`src/rtl/tpu_pkg.sv`:
```
// Shared types and constants for the systolic array sequencer slice.
package tpu_pkg;

    localparam int FP8_W     = 8;
    localparam int BF16_W    = 16;
    localparam int N_DEFAULT = 4;

    localparam logic [FP8_W-1:0] FP8_ZERO = 8'h00;

    typedef enum logic [1:0] {
        IDLE = 2'd0,
        RUN  = 2'd1,
        OUT  = 2'd2
    } seq_state_t;

endpackage

```
`src/rtl/systolic_seq_if.sv`:
```
// Result stream port of the sequencer: one captured accumulator row per beat.
interface systolic_seq_if #(
    parameter int N = 4
);
    import tpu_pkg::*;

    localparam int RW = (N > 1) ? $clog2(N) : 1;

    // A beat transfers on a rising clk edge where res_valid && res_ready.
    // Once res_valid is high, res_data/res_row/res_last stay stable until
    // that transfer; res_valid never drops without a transfer.
    logic                  res_valid;
    logic                  res_ready;
    logic [N*BF16_W-1:0]   res_data;
    logic [RW-1:0]         res_row;
    logic                  res_last;

    modport master (
        output res_valid,
        output res_data,
        output res_row,
        output res_last,
        input  res_ready
    );

    modport slave (
        input  res_valid,
        input  res_data,
        input  res_row,
        input  res_last,
        output res_ready
    );

endinterface

```
`src/rtl/skew_line.sv`:
```
// DEPTH-stage operand delay line with a valid tag; output is zero whenever
// the tag at the tap is clear. DEPTH=0 is a gated wire.
module skew_line
    import tpu_pkg::*;
#(
    parameter int DEPTH = 0
) (
    input  logic             clk,
    input  logic             rst,
    input  logic [FP8_W-1:0] din,
    input  logic             vin,
    output logic [FP8_W-1:0] dout
);

    if (DEPTH == 0) begin : g_wire
        logic unused_clk_rst;
        assign unused_clk_rst = clk ^ rst;
        assign dout = vin ? din : FP8_ZERO;
    end else begin : g_pipe
        logic [FP8_W-1:0] data_q [DEPTH];
        logic [DEPTH-1:0] vld_q;

        always_ff @(posedge clk or posedge rst) begin
            if (rst) begin
                vld_q <= '0;
                for (int s = 0; s < DEPTH; s++) begin
                    data_q[s] <= FP8_ZERO;
                end
            end else begin
                // Bubbles are stored as zero so idle stages do not toggle.
                vld_q[0]  <= vin;
                data_q[0] <= vin ? din : FP8_ZERO;
                for (int s = 1; s < DEPTH; s++) begin
                    vld_q[s]  <= vld_q[s-1];
                    data_q[s] <= data_q[s-1];
                end
            end
        end

        assign dout = vld_q[DEPTH-1] ? data_q[DEPTH-1] : FP8_ZERO;
    end

endmodule

```
`src/rtl/systolic_seq.sv`:
```
// Tile sequencer for an N x N output-stationary FP8/BF16 array: operand
// fetch and skew, diagonal clear/capture waves, and row-wise result drain.
module systolic_seq
    import tpu_pkg::*;
#(
    parameter int N  = N_DEFAULT,
    parameter int KW = 8,
    parameter int AW = 8
) (
    input  logic                  clk,
    input  logic                  rst,
    input  logic                  start,
    input  logic [KW-1:0]         k_len,
    output logic                  busy,
    output logic                  done,
    output logic                  a_rd_en,
    output logic [AW-1:0]         a_rd_addr,
    input  logic [N*FP8_W-1:0]    a_rd_data,
    output logic                  b_rd_en,
    output logic [AW-1:0]         b_rd_addr,
    input  logic [N*FP8_W-1:0]    b_rd_data,
    output logic [N*FP8_W-1:0]    a_lane,
    output logic [N*FP8_W-1:0]    b_lane,
    output logic [N*N-1:0]        pe_clear,
    input  logic [N*N*BF16_W-1:0] c_flat,
    systolic_seq_if.master        res,
    output seq_state_t            fsm_state
);

    localparam int CW = KW + $clog2(N) + 2;
    localparam int RW = (N > 1) ? $clog2(N) : 1;

    seq_state_t    state_q, state_d;
    logic [CW-1:0] cyc_q, cyc_d;
    logic [KW-1:0] k_q, k_d;
    logic [RW-1:0] row_q, row_d;
    logic          done_q, done_d;
    logic          tag_q;
    logic          rd_en;
    logic [CW-1:0] k_ext;
    logic [CW-1:0] run_last;

    logic [BF16_W-1:0]   cap [N][N];
    logic [N*BF16_W-1:0] res_data_c;

    assign k_ext    = CW'(k_q);
    assign run_last = k_ext + CW'(2*N - 1);

    always_ff @(posedge clk or posedge rst) begin
        if (rst) begin
            state_q <= IDLE;
            cyc_q   <= '0;
            k_q     <= '0;
            row_q   <= '0;
            done_q  <= 1'b0;
            tag_q   <= 1'b0;
        end else begin
            state_q <= state_d;
            cyc_q   <= cyc_d;
            k_q     <= k_d;
            row_q   <= row_d;
            done_q  <= done_d;
            tag_q   <= rd_en;
        end
    end

    always_comb begin
        state_d = state_q;
        cyc_d   = cyc_q;
        k_d     = k_q;
        row_d   = row_q;
        done_d  = 1'b0;
        unique case (state_q)
            IDLE: begin
                if (start) begin
                    if (k_len != '0) begin
                        k_d     = k_len;
                        cyc_d   = '0;
                        state_d = RUN;
                    end else begin
                        // Empty tile: report completion without touching the buffers.
                        done_d = 1'b1;
                    end
                end
            end
            RUN: begin
                cyc_d = cyc_q + CW'(1);
                if (cyc_q == run_last) begin
                    state_d = OUT;
                    row_d   = '0;
                end
            end
            OUT: begin
                if (res.res_ready) begin
                    if (row_q == RW'(N - 1)) begin
                        state_d = IDLE;
                        done_d  = 1'b1;
                    end else begin
                        row_d = row_q + RW'(1);
                    end
                end
            end
            default: state_d = IDLE;
        endcase
    end

    assign busy      = (state_q != IDLE);
    assign done      = done_q;
    assign fsm_state = state_q;

    assign rd_en     = (state_q == RUN) && (cyc_q < k_ext);
    assign a_rd_en   = rd_en;
    assign b_rd_en   = rd_en;
    assign a_rd_addr = rd_en ? AW'(cyc_q[KW-1:0]) : '0;
    assign b_rd_addr = rd_en ? AW'(cyc_q[KW-1:0]) : '0;

    // Lane i of A and lane j of B are delayed by i and j stages respectively.
    for (genvar g = 0; g < N; g++) begin : g_skew
        skew_line #(.DEPTH(g)) u_a_skew (
            .clk  (clk),
            .rst  (rst),
            .din  (a_rd_data[FP8_W*g +: FP8_W]),
            .vin  (tag_q),
            .dout (a_lane[FP8_W*g +: FP8_W])
        );
        skew_line #(.DEPTH(g)) u_b_skew (
            .clk  (clk),
            .rst  (rst),
            .din  (b_rd_data[FP8_W*g +: FP8_W]),
            .vin  (tag_q),
            .dout (b_lane[FP8_W*g +: FP8_W])
        );
    end

    // PE(i,j) sees its first pair at cyc i+j+1, so clearing during cyc i+j
    // lands on the edge just before it.
    for (genvar gi = 0; gi < N; gi++) begin : g_clr_row
        for (genvar gj = 0; gj < N; gj++) begin : g_clr_col
            assign pe_clear[gi*N + gj] = (state_q == RUN) && (cyc_q == CW'(gi + gj));
        end
    end

    // PE(i,j) takes its last real pair during cyc K+i+j; its accumulator
    // holds the final sum throughout cyc K+1+i+j.
    always_ff @(posedge clk or posedge rst) begin
        if (rst) begin
            for (int i = 0; i < N; i++) begin
                for (int j = 0; j < N; j++) begin
                    cap[i][j] <= '0;
                end
            end
        end else if (state_q == RUN) begin
            for (int i = 0; i < N; i++) begin
                for (int j = 0; j < N; j++) begin
                    if (cyc_q == k_ext + CW'(i + j + 1)) begin
                        cap[i][j] <= c_flat[BF16_W*(i*N + j) +: BF16_W];
                    end
                end
            end
        end
    end

    always_comb begin
        res_data_c = '0;
        if (state_q == OUT) begin
            for (int j = 0; j < N; j++) begin
                res_data_c[BF16_W*j +: BF16_W] = cap[row_q][j];
            end
        end
    end

    assign res.res_valid = (state_q == OUT);
    assign res.res_data  = res_data_c;
    assign res.res_row   = (state_q == OUT) ? row_q : '0;
    assign res.res_last  = (state_q == OUT) && (row_q == RW'(N - 1));

endmodule

```
`src/flat_wrapper.sv`:
```
// flat-port wrapper written by rule: the top's interface ports become plain ports
module systolic_seq_flat import tpu_pkg::*;
#(
    parameter int N  = N_DEFAULT,
    parameter int KW = 8,
    parameter int AW = 8
)
  (clk, rst, start, k_len, busy, done, a_rd_en, a_rd_addr, a_rd_data, b_rd_en, b_rd_addr, b_rd_data, a_lane, b_lane, pe_clear, c_flat, fsm_state, res_res_valid, res_res_data, res_res_row, res_res_last, res_res_ready);
  systolic_seq_if #(.N(N)) res_i ();
  input  logic clk;
  input  logic rst;
  input  logic start;
  input  logic [KW-1:0] k_len;
  output logic busy;
  output logic done;
  output logic a_rd_en;
  output logic [AW-1:0] a_rd_addr;
  input  logic [N*FP8_W-1:0] a_rd_data;
  output logic b_rd_en;
  output logic [AW-1:0] b_rd_addr;
  input  logic [N*FP8_W-1:0] b_rd_data;
  output logic [N*FP8_W-1:0] a_lane;
  output logic [N*FP8_W-1:0] b_lane;
  output logic [N*N-1:0] pe_clear;
  input  logic [N*N*BF16_W-1:0] c_flat;
  output seq_state_t fsm_state;
  output wire logic [$bits(res_i.res_valid)-1:0] res_res_valid;
  output wire logic [$bits(res_i.res_data)-1:0] res_res_data;
  output wire logic [$bits(res_i.res_row)-1:0] res_res_row;
  output wire logic [$bits(res_i.res_last)-1:0] res_res_last;
  input wire logic [$bits(res_i.res_ready)-1:0] res_res_ready;
  assign res_res_valid = res_i.res_valid;
  assign res_res_data = res_i.res_data;
  assign res_res_row = res_i.res_row;
  assign res_res_last = res_i.res_last;
  assign res_i.res_ready = res_res_ready;
  systolic_seq #(.N(N), .KW(KW), .AW(AW)) u_core (.clk(clk), .rst(rst), .start(start), .k_len(k_len), .busy(busy), .done(done), .a_rd_en(a_rd_en), .a_rd_addr(a_rd_addr), .a_rd_data(a_rd_data), .b_rd_en(b_rd_en), .b_rd_addr(b_rd_addr), .b_rd_data(b_rd_data), .a_lane(a_lane), .b_lane(b_lane), .pe_clear(pe_clear), .c_flat(c_flat), .res(res_i), .fsm_state(fsm_state));
endmodule
```
`config.mk`:
```
export PLATFORM = sky130hd
export DESIGN_NAME = systolic_seq_flat
export DESIGN_NICKNAME = d
export VERILOG_FILES = /design/src/rtl/tpu_pkg.sv /design/src/rtl/systolic_seq_if.sv /design/src/rtl/skew_line.sv /design/src/rtl/systolic_seq.sv /design/src/flat_wrapper.sv
export SDC_FILE = /design/constraint.sdc
export NUM_CORES = 1
export LEC_CHECK = 0
export ABC_CLOCK_PERIOD_IN_PS = 14890
export CAP_MARGIN = 10
export CORE_MARGIN = 2
export CORE_UTILIZATION = 48
export DETAILED_ROUTE_END_ITERATION = 10
export PLACE_DENSITY_LB_ADDON = 0.05
export SKIP_LAST_GASP = 1
export SLEW_MARGIN = 20
export SYNTH_ARGS = -nofsm -noshare
export SYNTH_HDL_FRONTEND = slang
export SYNTH_SLANG_ARGS = --single-unit
export TNS_END_PERCENT = 30
```
`constraint.sdc`:
```
create_clock -name clk -period 14.89 [get_ports clk]
set_clock_uncertainty 0.05 [all_clocks]
set_input_delay 2.978 -clock clk [delete_from_list [all_inputs] [get_ports clk]]
set_output_delay 2.978 -clock clk [all_outputs]
set_load 0.1 [all_outputs]
```
# Word level (Yosys, flattened, before mapping)

Index checks and enable logic that the tools add are counted.

Word-level logic and storage cells: 137
Input port bits: 332
Bits in registers: 389
Output and inout port bits: 170

Bitwise logic cells: 1
Reductions and logical operators: 26
Equality and inequality tests: 22
Multiplexer cells: 38
$lt $le $gt $ge: 2
$add $sub $neg: 9

Operators by type and width:

| kind                                                              | number |
|---|---|
| 64-bit 2-to-1 mux                                                 | 3 |
| 64-bit binary-select mux with 2-bit select                        | 1 |
| 8-bit 2-to-1 mux                                                  | 15 |
| 12-bit == test                                                    | 6 |
| 8-bit by 3-bit adder with 9-bit output (second input constant)    | 4 |
| 12-bit by 3-bit == test with 1-bit output (second input constant) | 3 |
| 12-bit by 2-bit == test with 1-bit output (second input constant) | 2 |
| 12-bit 2-to-1 mux                                                 | 2 |
| 12-bit one-hot mux with 2 select lines                            | 1 |
| 8-bit by 2-bit adder with 9-bit output (second input constant)    | 2 |
| 2-bit 2-to-1 mux                                                  | 9 |
| 2-bit AND reduction                                               | 7 |
| 12-bit by 1-bit adder with 12-bit output (second input constant)  | 1 |
| 12-bit by 1-bit == test with 1-bit output (second input constant) | 1 |
| 12-bit by 9-bit == test with 1-bit output                         | 1 |
| 12-bit zero test                                                  | 1 |
| 12-bit by 8-bit less-than comparator with 1-bit output            | 1 |
| 8-bit by 1-bit adder with 9-bit output (second input constant)    | 1 |
| 1-bit logical AND                                                 | 9 |
| 8-bit nonzero test                                                | 1 |
| 2-bit by 1-bit != test with 1-bit output (second input constant)  | 3 |
| 2-bit != test (second input constant)                             | 3 |
| 2-bit one-hot mux with 3 select lines                             | 1 |
| 3-bit AND reduction                                               | 2 |
| other kinds (12)                                                  | 18 |

# Depth between registers and ports, before layout

Gate-level depths: netlist of the first run.

Word-level depth: 5
Gate-level depth with buffers: 11
Depth with buffers taken out: 8

# By module

From an unflattened synthesis of the first run, not the netlist that was laid out.

Cells, all modules: 1283
Area, all modules: 17794.6 sq um

Modules (own cells, without submodules):

| module                                     | cells each | times used | seq. area each (sq um) | area an instance (sq um) |
|---|---|---|---|---|
| systolic_seq                               | 1057       | 1          | 7056.8                 | 14368.8 |
| skew_line at u_core.g_skew[3].u_a_skew ... | 44         | 2          | 675.6                  | 779.5 |
| skew_line at u_core.g_skew[2].u_a_skew ... | 35         | 2          | 450.4                  | 554.3 |
| skew_line at u_core.g_skew[1].u_a_skew ... | 26         | 2          | 225.2                  | 329.1 |
| skew_line at u_core.g_skew[0].u_a_skew ... | 8          | 2          | 0.0                    | 50.0 |

# Least setup slack after synthesis of the first run

Ideal clock, no wire load.

Path kind: reg-to-output
From: register u_core.k_q[1]
To: output port b_rd_addr[2]
Stages on the path, launching flop included: 10
Required time: 11862 ps
Buffers on the path: 1
Data arrival time: 4505 ps
Setup slack: 7357 ps
Cell sequence: dfrtp_1 -> inv_1 -> ha_1 -> nor2b_1 -> o21a_1 -> o21a_1 -> o21ai_0 -> a21oi_1 -> nor3b_1 -> buf_4

Word-level cells in the longest chain between the ends: 3

RTL lines:

| element                                                | RTL line            | RTL |
|---|---|---|
| start, declared                                        | systolic_seq.sv:35  | `logic [KW-1:0] k_q, k_d;` |
| start signal, assigned                                 | systolic_seq.sv:60  | `k_q <= k_d;` |
| 12-bit by 8-bit less-than comparator with 1-bit output | systolic_seq.sv:111 | `assign rd_en = (state_q == RUN) && (cyc_q < k_ext);` |
| 1-bit logical AND                                      | systolic_seq.sv:111 |  |
| 8-bit 2-to-1 mux                                       | -                   |  |
| end, declared                                          | flat_wrapper.sv:20  | `output logic [AW-1:0] b_rd_addr;` |

Every way passes these cells.

# Worst setup path after layout of the first run

From: input port b_rd_data[5]
To: output port b_lane[5]

Word-level cells in the longest chain between the ends: 1

RTL lines:

| element          | RTL line           | RTL |
|---|---|---|
| start, declared  | flat_wrapper.sv:21 | `input logic [N*FP8_W-1:0] b_rd_data;` |
| 8-bit 2-to-1 mux | skew_line.sv:18    | `assign dout = vin ? din : FP8_ZERO;` |
| end, declared    | flat_wrapper.sv:23 | `output logic [N*FP8_W-1:0] b_lane;` |

Every way passes these cells.

==> metrics.md, run 1 <==
| Metric | Value |
|---|---|
| Global-route wire length before repair | `76500 um` |
| Clk sinks | `381` |
| Core Region | `35600 sq um` |
| Actual slew at the worst max-slew pin | `1120 ps` |
| Req. time, crit path | `11860 ps` |
| LEAKAGE | `10.4 nW` |
| Inst Count DP | `2143` |
| Rel. slew slack | `25.1%` |
| Setup crit end kind | `primary output` |
| CTS tree | `built` |
| IO buf count | `501` |
| Final Critical Period | `7780 ps` |
| H-tree depth | `2` |
| Avg Cell Area, Syn | `13.8 sq um` |
| Initial core utilization | `48.8%` |
| WS Path Type | `in2out` |
| Layout cells sized above 1 | `23.0%` |
| Drt via density | `5.30` |
| Synth Net Count | `1608` |
| Peak Freq | `129 MHz` |
| Vias in the first global route | `12800` |
| RSZ-0062 raised after global routing | `false` |
| Total negative slack | `0 ps` |
| Cell variety after synth | `56` |
| Final wirelength | `49700 um` |
| Post-synth EDFFs | `0` |
| P_int | `2.87 mW` |
| Status | `finished clean` |
| Wire per inst | `22.3 um` |
| Vias | `11800` |
| Layout area overhead | `39.0%` |
| Post-Syn Area | `17300 sq um` |
| Clk slew on worst S/H paths | `60 ps` |
| PostCTS Resize Cnt | `0` |
| Cts hold-fix bufs | `0` |
| Clk buf depth | `3` |
| Routability cong. | `0.856` |
| Sequential-to-total area share from yosys stat | `55.0%` |
| Nets | `2081` |
| DRC errors left | `0` |
| Die ar. | `37700 sq um` |
| Die X | `194 um` |
| Async S/R FF share, synth | `100%` |
| GRT Total Usage | `26.5%` |
| Detailed Routing Iterations Pass 1 | `5` |
| Maximum vdd drop | `0.446 mV` |
| Row cnt | `69` |
| Root Buffer | `clkbuf_16` |
| Setup violators final | `0` |
| Initial antenna violation count | `24` |
| Final worst path period share | `52.2%` |
| Post-route ant nets | `0` |
| Largest net degree at the start of global routing | `111` |
| Seq pwr share | `34.9%` |
| Final Hold Viols | `0` |
| MaxCap Viol Count | `0` |
| Mapped Cells | `1254` |
| PD cells | `198 nW/um^2` |
| Total gr overflow | `0` |
| Worst min path class | `reg2reg` |
| TritonCTS Buffers | `42` |
| Post-CTS Setup Inserts | `0` |
| Number of synthesized register bits | `381` |
| Layout Cells excl Fill | `2231` |
| Die Span Y | `194 um` |
| I/O pins | `502` |
| Worst Path Max Fanout | `1` |
| Worst skew pair latency | `550 ps` |
| Clock Power Share | `21.9%` |
| Ys Warns | `0` |
| HPWL Detailed | `34900 um` |
| Worst EP arrival | `4750 ps` |
| P_sw | `1.90 mW` |
| Crit start category | `input pin` |
| Combinational Power Share | `43.2%` |
| Switch share | `39.8%` |
| Ys flop type | `dfrtp_1` |
| Final Max Slew Viols | `0` |
| DR iter-0 viols | `478` |
| Power, Total | `4.77 mW` |
synth_stat cells (all sizes together) (4+ instances only):
cell type | n | area share [%]
dfrtp | 381 | 55
mux4 | 64 | 8.3
and3 | 12 | 0.43
xor2 | 19 | 1.0
nand3 | 14 | 0.43
clkbuf | 42 | 0.91
mux2 | 257 | 17
a2111oi | 4 | 0.31
and2 | 180 | 6.5
o21ai | 24 | 0.69
nor2b | 7 | 0.25
nand4 | 9 | 0.36
nor3 | 11 | 0.32
ha | 22 | 1.6
nor3b | 6 | 0.26
nor4 | 5 | 0.18
buf | 50 | 1.9
a21o | 4 | 0.17
xnor2 | 20 | 1.0
nand2b | 4 | 0.14
inv | 15 | 0.32
nand2 | 26 | 0.56
a21oi | 10 | 0.29
nor2 | 30 | 0.68
cells by family after synthesis:
logic type      Yosys count  share of synthesized area (%)
buf+inv                 107                           3.12
compound gates           66                           2.56
flops                   381                           55.0
fa+ha+maj                22                           1.59
simple gates            316                           10.6
xor+xnor                 39                           2.01
mux                     323                           25.1
layout make-up:
class	instances	area [sq um]
fillers	2678	11500
flip-flops and latches	381	9540
multi-input cells	766	7310
repair buffers	521	5180
clock buffers	52	1140
well taps	461	577
clock inverters	19	240
inverters	15	63.8
diodes	16	40.0
final timing paths:
check | start | to | slack [ps] | cells past startpoint
setup / recovery | b_rd_data[5] | b_lane[5] | 7110 | 3
hold / removal | u_core.g_skew[3].u_a_skew.g_pipe.data_q[20]$_DFF_PP0_ | u_core.g_skew[3].u_a_skew.g_pipe.data_q[12]$_DFF_PP0_ | 290 | 0
setup reg to reg | u_core.k_q[3]$_DFFE_PP0P_ | u_core.cap[230]$_DFFE_PP0P_ | 11090 | 8
hold reg to reg | u_core.g_skew[3].u_a_skew.g_pipe.data_q[20]$_DFF_PP0_ | u_core.g_skew[3].u_a_skew.g_pipe.data_q[12]$_DFF_PP0_ | 290 | 0
max in group asynchronous | rst | u_core.cap[210]$_DFFE_PP0P_ | 9930 | 5
min in group asynchronous | rst | u_core.g_skew[3].u_b_skew.g_pipe.data_q[1]$_DFF_PP0_ | 2920 | 2
metal layers:
layer / global-route usage, % / vias up / share of wire (%)
met5: 0 / - / 0.28
met4: 10.9 / 22 / 3.1
met3: 9.57 / 100 / 8.6
met2: 43.8 / 387 / 49
met1: 31.6 / 5953 / 39
li1: - / 5354 / -
worst max-delay path, stage by stage:
cell	delay, ps
clkdlybuf4s50_1	470
and2_1	150
clkdlybuf4s50_1	1150
sequential cells by signal, summed over array words and instances (netlist names):
name / flops
u_core.cap: 256
u_core.cyc_q: 12
u_core.tag_q: 1
u_core.g_skew.u_b_skew.g_pipe.data_q: 48
u_core.g_skew.u_a_skew.g_pipe.vld_q: 3
u_core.done: 1
u_core.k_q: 8
u_core.row_q: 2
u_core.fsm_state: 2
u_core.g_skew.u_a_skew.g_pipe.data_q: 48
cells in the final DEF, fill, tap and decap left out, types with 4 or more instances in the layout:
cell type        Yosys  routed
buf_4               24      19
nor2_1              28      27
clkbuf_8             0       5
xor2_1              18      18
nor2b_1              7       6
diode_2              0      16
bufinv_16            0       5
and2_1             180     180
clkbuf_1            42       5
mux2_1              21      21
and3_1              12      12
nor3_1              11      10
nand2_1             26      26
a21oi_1             10      10
mux2_2             236     236
nand4_1              8       8
o21ai_0             24      24
clkdlybuf4s50_1      0     501
ha_1                22      22
dfrtp_1            381     379
inv_1               15      14
mux4_2              64      64
a21o_1               4       4
clkinv_2             0      10
xnor2_1             20      20
nor3b_1              6       6
clkbuf_16            0      42
nand2b_1             4       4
nor4_1               5       4
nand3_1             13      13
power groups by stage:
stage	sequential [mW]	clock (mW)	combinational, mW
3_5_place_dp	1.68	0	2.06
2_1_floorplan	1.56	0	1.67
5_1_grt	1.72	1.11	2.19
4_1_cts	1.67	1.07	2.07
3_3_place_gp	1.66	0	2.04
6_report	1.67	1.05	2.06
stage by stage:
step                area [sq um]  hold slack [ps]  setup WS [ps]  utilization [%]
global placement           22700              281           7140             63.7
global route               24100              301           7090             67.7
detailed placement         22700              285           7140             63.7
floorplan                  17300              281           1280                -
CTS                        24000              297           7120             67.6
finish                     24100              295           7110             67.8
(Power assumes the default switching activity.)
==> run 2, diff against run 1 <==
Settings changed: ABC_CLOCK_PERIOD_IN_PS 14890 to 7100, CORE_UTILIZATION 48 to 43.
Clock period 14.89 ns to 7.1 ns, I/O delays scaled along.
==> run 2 against run 1 <==
Effect of this change: critical path depth is 6 higher; cell count up 3.0%; combinational power is 110% higher; die area is 11% higher; first-iteration DRC count grew 27%; flip-flop and latch count stayed put; sequential power increased by 110%; total power rose by 110%; worst hold slack improved by 2.5 ps; non-clock buffer count decreased by 3; global-route usage is 2.5 points lower; sequential share of layout area down 0.17 points.
==> metrics.md, run 2 (synthesis results as in run 1) <==
| Metric | Value |
|---|---|
| Global-route wire length before repair | `75500 um (-1.3%)` |
| Max FFs per register | `256 (unchanged)` |
| Peak Freq | `180 MHz` |
| Register Area | `9540 sq um (about the same)` |
| Total gr overflow | `0 (unchanged)` |
| H-tree depth | `2 (unchanged)` |
| Worst skew pair latency | `560 ps (about the same)` |
| Slowest cell on crit path | `clkdlybuf4s50_1` |
| CP delay by family, top | `buffers and inverters` |
| Die Span Y | `205 um (+5.5%)` |
| HPWL Detailed | `34900 um (+0.14%)` |
| Layout cells sized above 1 | `22.5% (-0.44 points)` |
| Final WS setup | `1550 ps (-5560 ps)` |
| I/O pins | `502 (unchanged)` |
| Root Buffer | `clkbuf_16` |
| Crit path from | `u_core.k_q[1]$_DFFE_PP0P_` |
| Post-layout util | `60.9% (-6.8 points)` |
| Vias in the first global route | `12600 (-1.8%)` |
| Seq pwr share | `34.8% (about the same)` |
| R2r endpoint | `u_core.cap[116]$_DFFE_PP0P_` |
| Post-CTS Setup Inserts | `0 (unchanged)` |
| WP depth | `9 (+6)` |
| Switch share | `39.7% (-0.12 points)` |
| Row cnt | `73 (+5.8%)` |
| Rel. slew slack | `27.2% (+2.1 points)` |
| Max incr delay on CP | `1210 ps (+60 ps)` |
| Final wirelength | `50300 um (+1.2%)` |
| Detailed Routing Iterations Pass 1 | `4 (-1)` |
| Combinational Power Share | `42.8% (-0.4 points)` |
| CP Cell Sequence | `inv_1 > ha_1 > nor2b_1 > o21a_1 > o21a_1 > o21ai_0 > a21oi_1 > nor3b_1 > clkdlybuf4s50_1` |
| Buf/Inv on CP | `2 (unchanged)` |
| Clk sinks | `381 (unchanged)` |
| Setup violators final | `0 (unchanged)` |
| PostCTS Resize Cnt | `0 (unchanged)` |
| Pre-CTS WS | `2140 ps (-5000 ps)` |
| Wire per inst | `21.9 um (-1.8%)` |
| Largest net degree at the start of global routing | `178 (+60%)` |
| Routability cong. | `0.879 (+2.7%)` |
| Commonest non-fill, non-tap cell in the layout | `clkdlybuf4s50_1` |
| Worst min path class | `reg2reg` |
| DRC errors left | `0 (unchanged)` |
| Final Hold Viols | `0 (unchanged)` |
| IO buf count | `501 (unchanged)` |
| GRT Total Usage | `24.1% (-2.5 points)` |
| Reg-to-reg setup timing slack | `3560 ps (-7530 ps)` |
| Total negative slack | `0 ps (unchanged)` |
| Clk slew on worst S/H paths | `60 ps (about the same)` |
| Multi-input logic area | `7310 sq um (about the same)` |
| WS Path Type | `reg2out` |
| Core Region | `39700 sq um (+12%)` |
| Final worst path period share | `78.1%` |
| Req. time, crit path | `5630 ps (-6230 ps)` |
| Crit start category | `flip-flop` |
| LEAKAGE | `10.4 nW (about the same)` |
| Most frequent cells in the layout | `clkdlybuf4s50_1 (501), dfrtp_1 (378), mux2_2 (236)` |
| Status | `finished clean` |
| PD cells | `416 nW/um^2 (+110%)` |
| Initial core utilization | `43.7% (-5.1 points)` |
| Clk buf depth | `3 (unchanged)` |
| RSZ-0062 raised after global routing | `false` |
| Die X | `205 um (+5.5%)` |
| Initial antenna violation count | `29 (+21%)` |
| Vias | `11900 (+0.41%)` |
| DR iter-0 viols | `607 (+27%)` |
| TritonCTS Buffers | `43 (+2.4%)` |
| CP Capture Point | `a_rd_addr[2]` |
| Top Registers | `u_core.cap: 256 flops, u_core.g_skew.u_a_skew.g_pipe.data_q: 48 flops, u_core.g_skew.u_b_skew.g_pipe.data_q: 48 flops` |
| Clock Power Share | `22.4% (+0.5 points)` |
| Nets | `2079 (-0.096%)` |
| Layout area overhead | `39.6%` |
| Reg2Reg Depth | `9 (+1)` |
| Worst EP arrival | `4080 ps (-670 ps)` |
| Drt via density | `5.16 (-2.6%)` |
| FF-to-FF Start | `u_core.cyc_q[0]$_DFFE_PP0P_` |
| Final Max Slew Viols | `0 (unchanged)` |
| Setup crit end kind | `primary output` |
| Filler cells | `3210 (+20%)` |
| Top reg by flops | `u_core.cap` |
| CTS tree | `built` |
| Maximum vdd drop | `0.346 mV (-22%)` |
| Worst Path Max Fanout | `9 (+8)` |
| P_int | `6.07 mW (+110%)` |
| P_sw | `4.00 mW (+110%)` |
| Actual slew at the worst max-slew pin | `1090 ps (-27.7 ps)` |
| Die ar. | `42000 sq um (+11%)` |
| Cts hold-fix bufs | `0 (unchanged)` |
| CP dominant cell by count | `o21a_1` |
| Final Critical Period | `5550 ps` |
| Post-route ant nets | `0 (unchanged)` |
| MaxCap Viol Count | `0 (unchanged)` |
[run 2: layer usage]
layer	vias up	routed length, um	track usage, %
met1	6020	19400	28.7
met3	91	4840	9.21
met2	373	24500	39.3
met4	18	1430	9.32
li1	5363	-	-
met5	-	120	0
[run 2: metrics by stage]
stage / power, mW / area (sq um) / hold WS [ps] / instances
floorplan: 6.78 / 17300 / 281 / 1254
global placement: 7.78 / 22700 / 281 / 2205
detailed placement: 7.85 / 22700 / 285 / 2205
CTS: 10.2 / 24200 / 298 / 2282
global route: 10.6 / 24200 / 302 / 2295
finish: 10.1 / 24200 / 297 / 2299
[run 2: power groups by stage]
| stage | sequential, mW | combinational [mW] | clock [mW] |
|---|---|---|---|
| after CTS | 3.50 | 4.33 | 2.32 |
| after floorplan | 3.28 | 3.50 | 0 |
| after global placement | 3.50 | 4.28 | 0 |
| after detailed placement | 3.54 | 4.31 | 0 |
| after global routing | 3.61 | 4.56 | 2.41 |
| final | 3.50 | 4.31 | 2.25 |
[run 2: worst min path at each step]
stage	startpoint	end	slack, ps	cells after the start
6_report	u_core.g_skew[2].u_a_skew.g_pipe.data_q[8]$_DFF_PP0_	u_core.g_skew[2].u_a_skew.g_pipe.data_q[0]$_DFF_PP0_	300	0
5_1_grt	u_core.g_skew[2].u_b_skew.g_pipe.data_q[13]$_DFF_PP0_	u_core.g_skew[2].u_b_skew.g_pipe.data_q[5]$_DFF_PP0_	300	0
4_1_cts	u_core.g_skew[2].u_a_skew.g_pipe.data_q[8]$_DFF_PP0_	u_core.g_skew[2].u_a_skew.g_pipe.data_q[0]$_DFF_PP0_	300	0
3_5_place_dp	u_core.g_skew[2].u_a_skew.g_pipe.data_q[8]$_DFF_PP0_	u_core.g_skew[2].u_a_skew.g_pipe.data_q[0]$_DFF_PP0_	280	0
3_3_place_gp	u_core.g_skew[3].u_a_skew.g_pipe.data_q[21]$_DFF_PP0_	u_core.g_skew[3].u_a_skew.g_pipe.data_q[13]$_DFF_PP0_	280	0
2_1_floorplan	u_core.g_skew[2].u_a_skew.g_pipe.data_q[8]$_DFF_PP0_	u_core.g_skew[2].u_a_skew.g_pipe.data_q[0]$_DFF_PP0_	280	0
[run 2: area by class of cell]
class	instances	share of cell area (%)
flip-flops and latches	381	39.4
multi-input cells	766	30.2
clock inverters	11	0.718
well taps	525	2.71
repair buffers	518	21.3
clock buffers	66	5.18
inverters	15	0.248
diodes	17	0.176
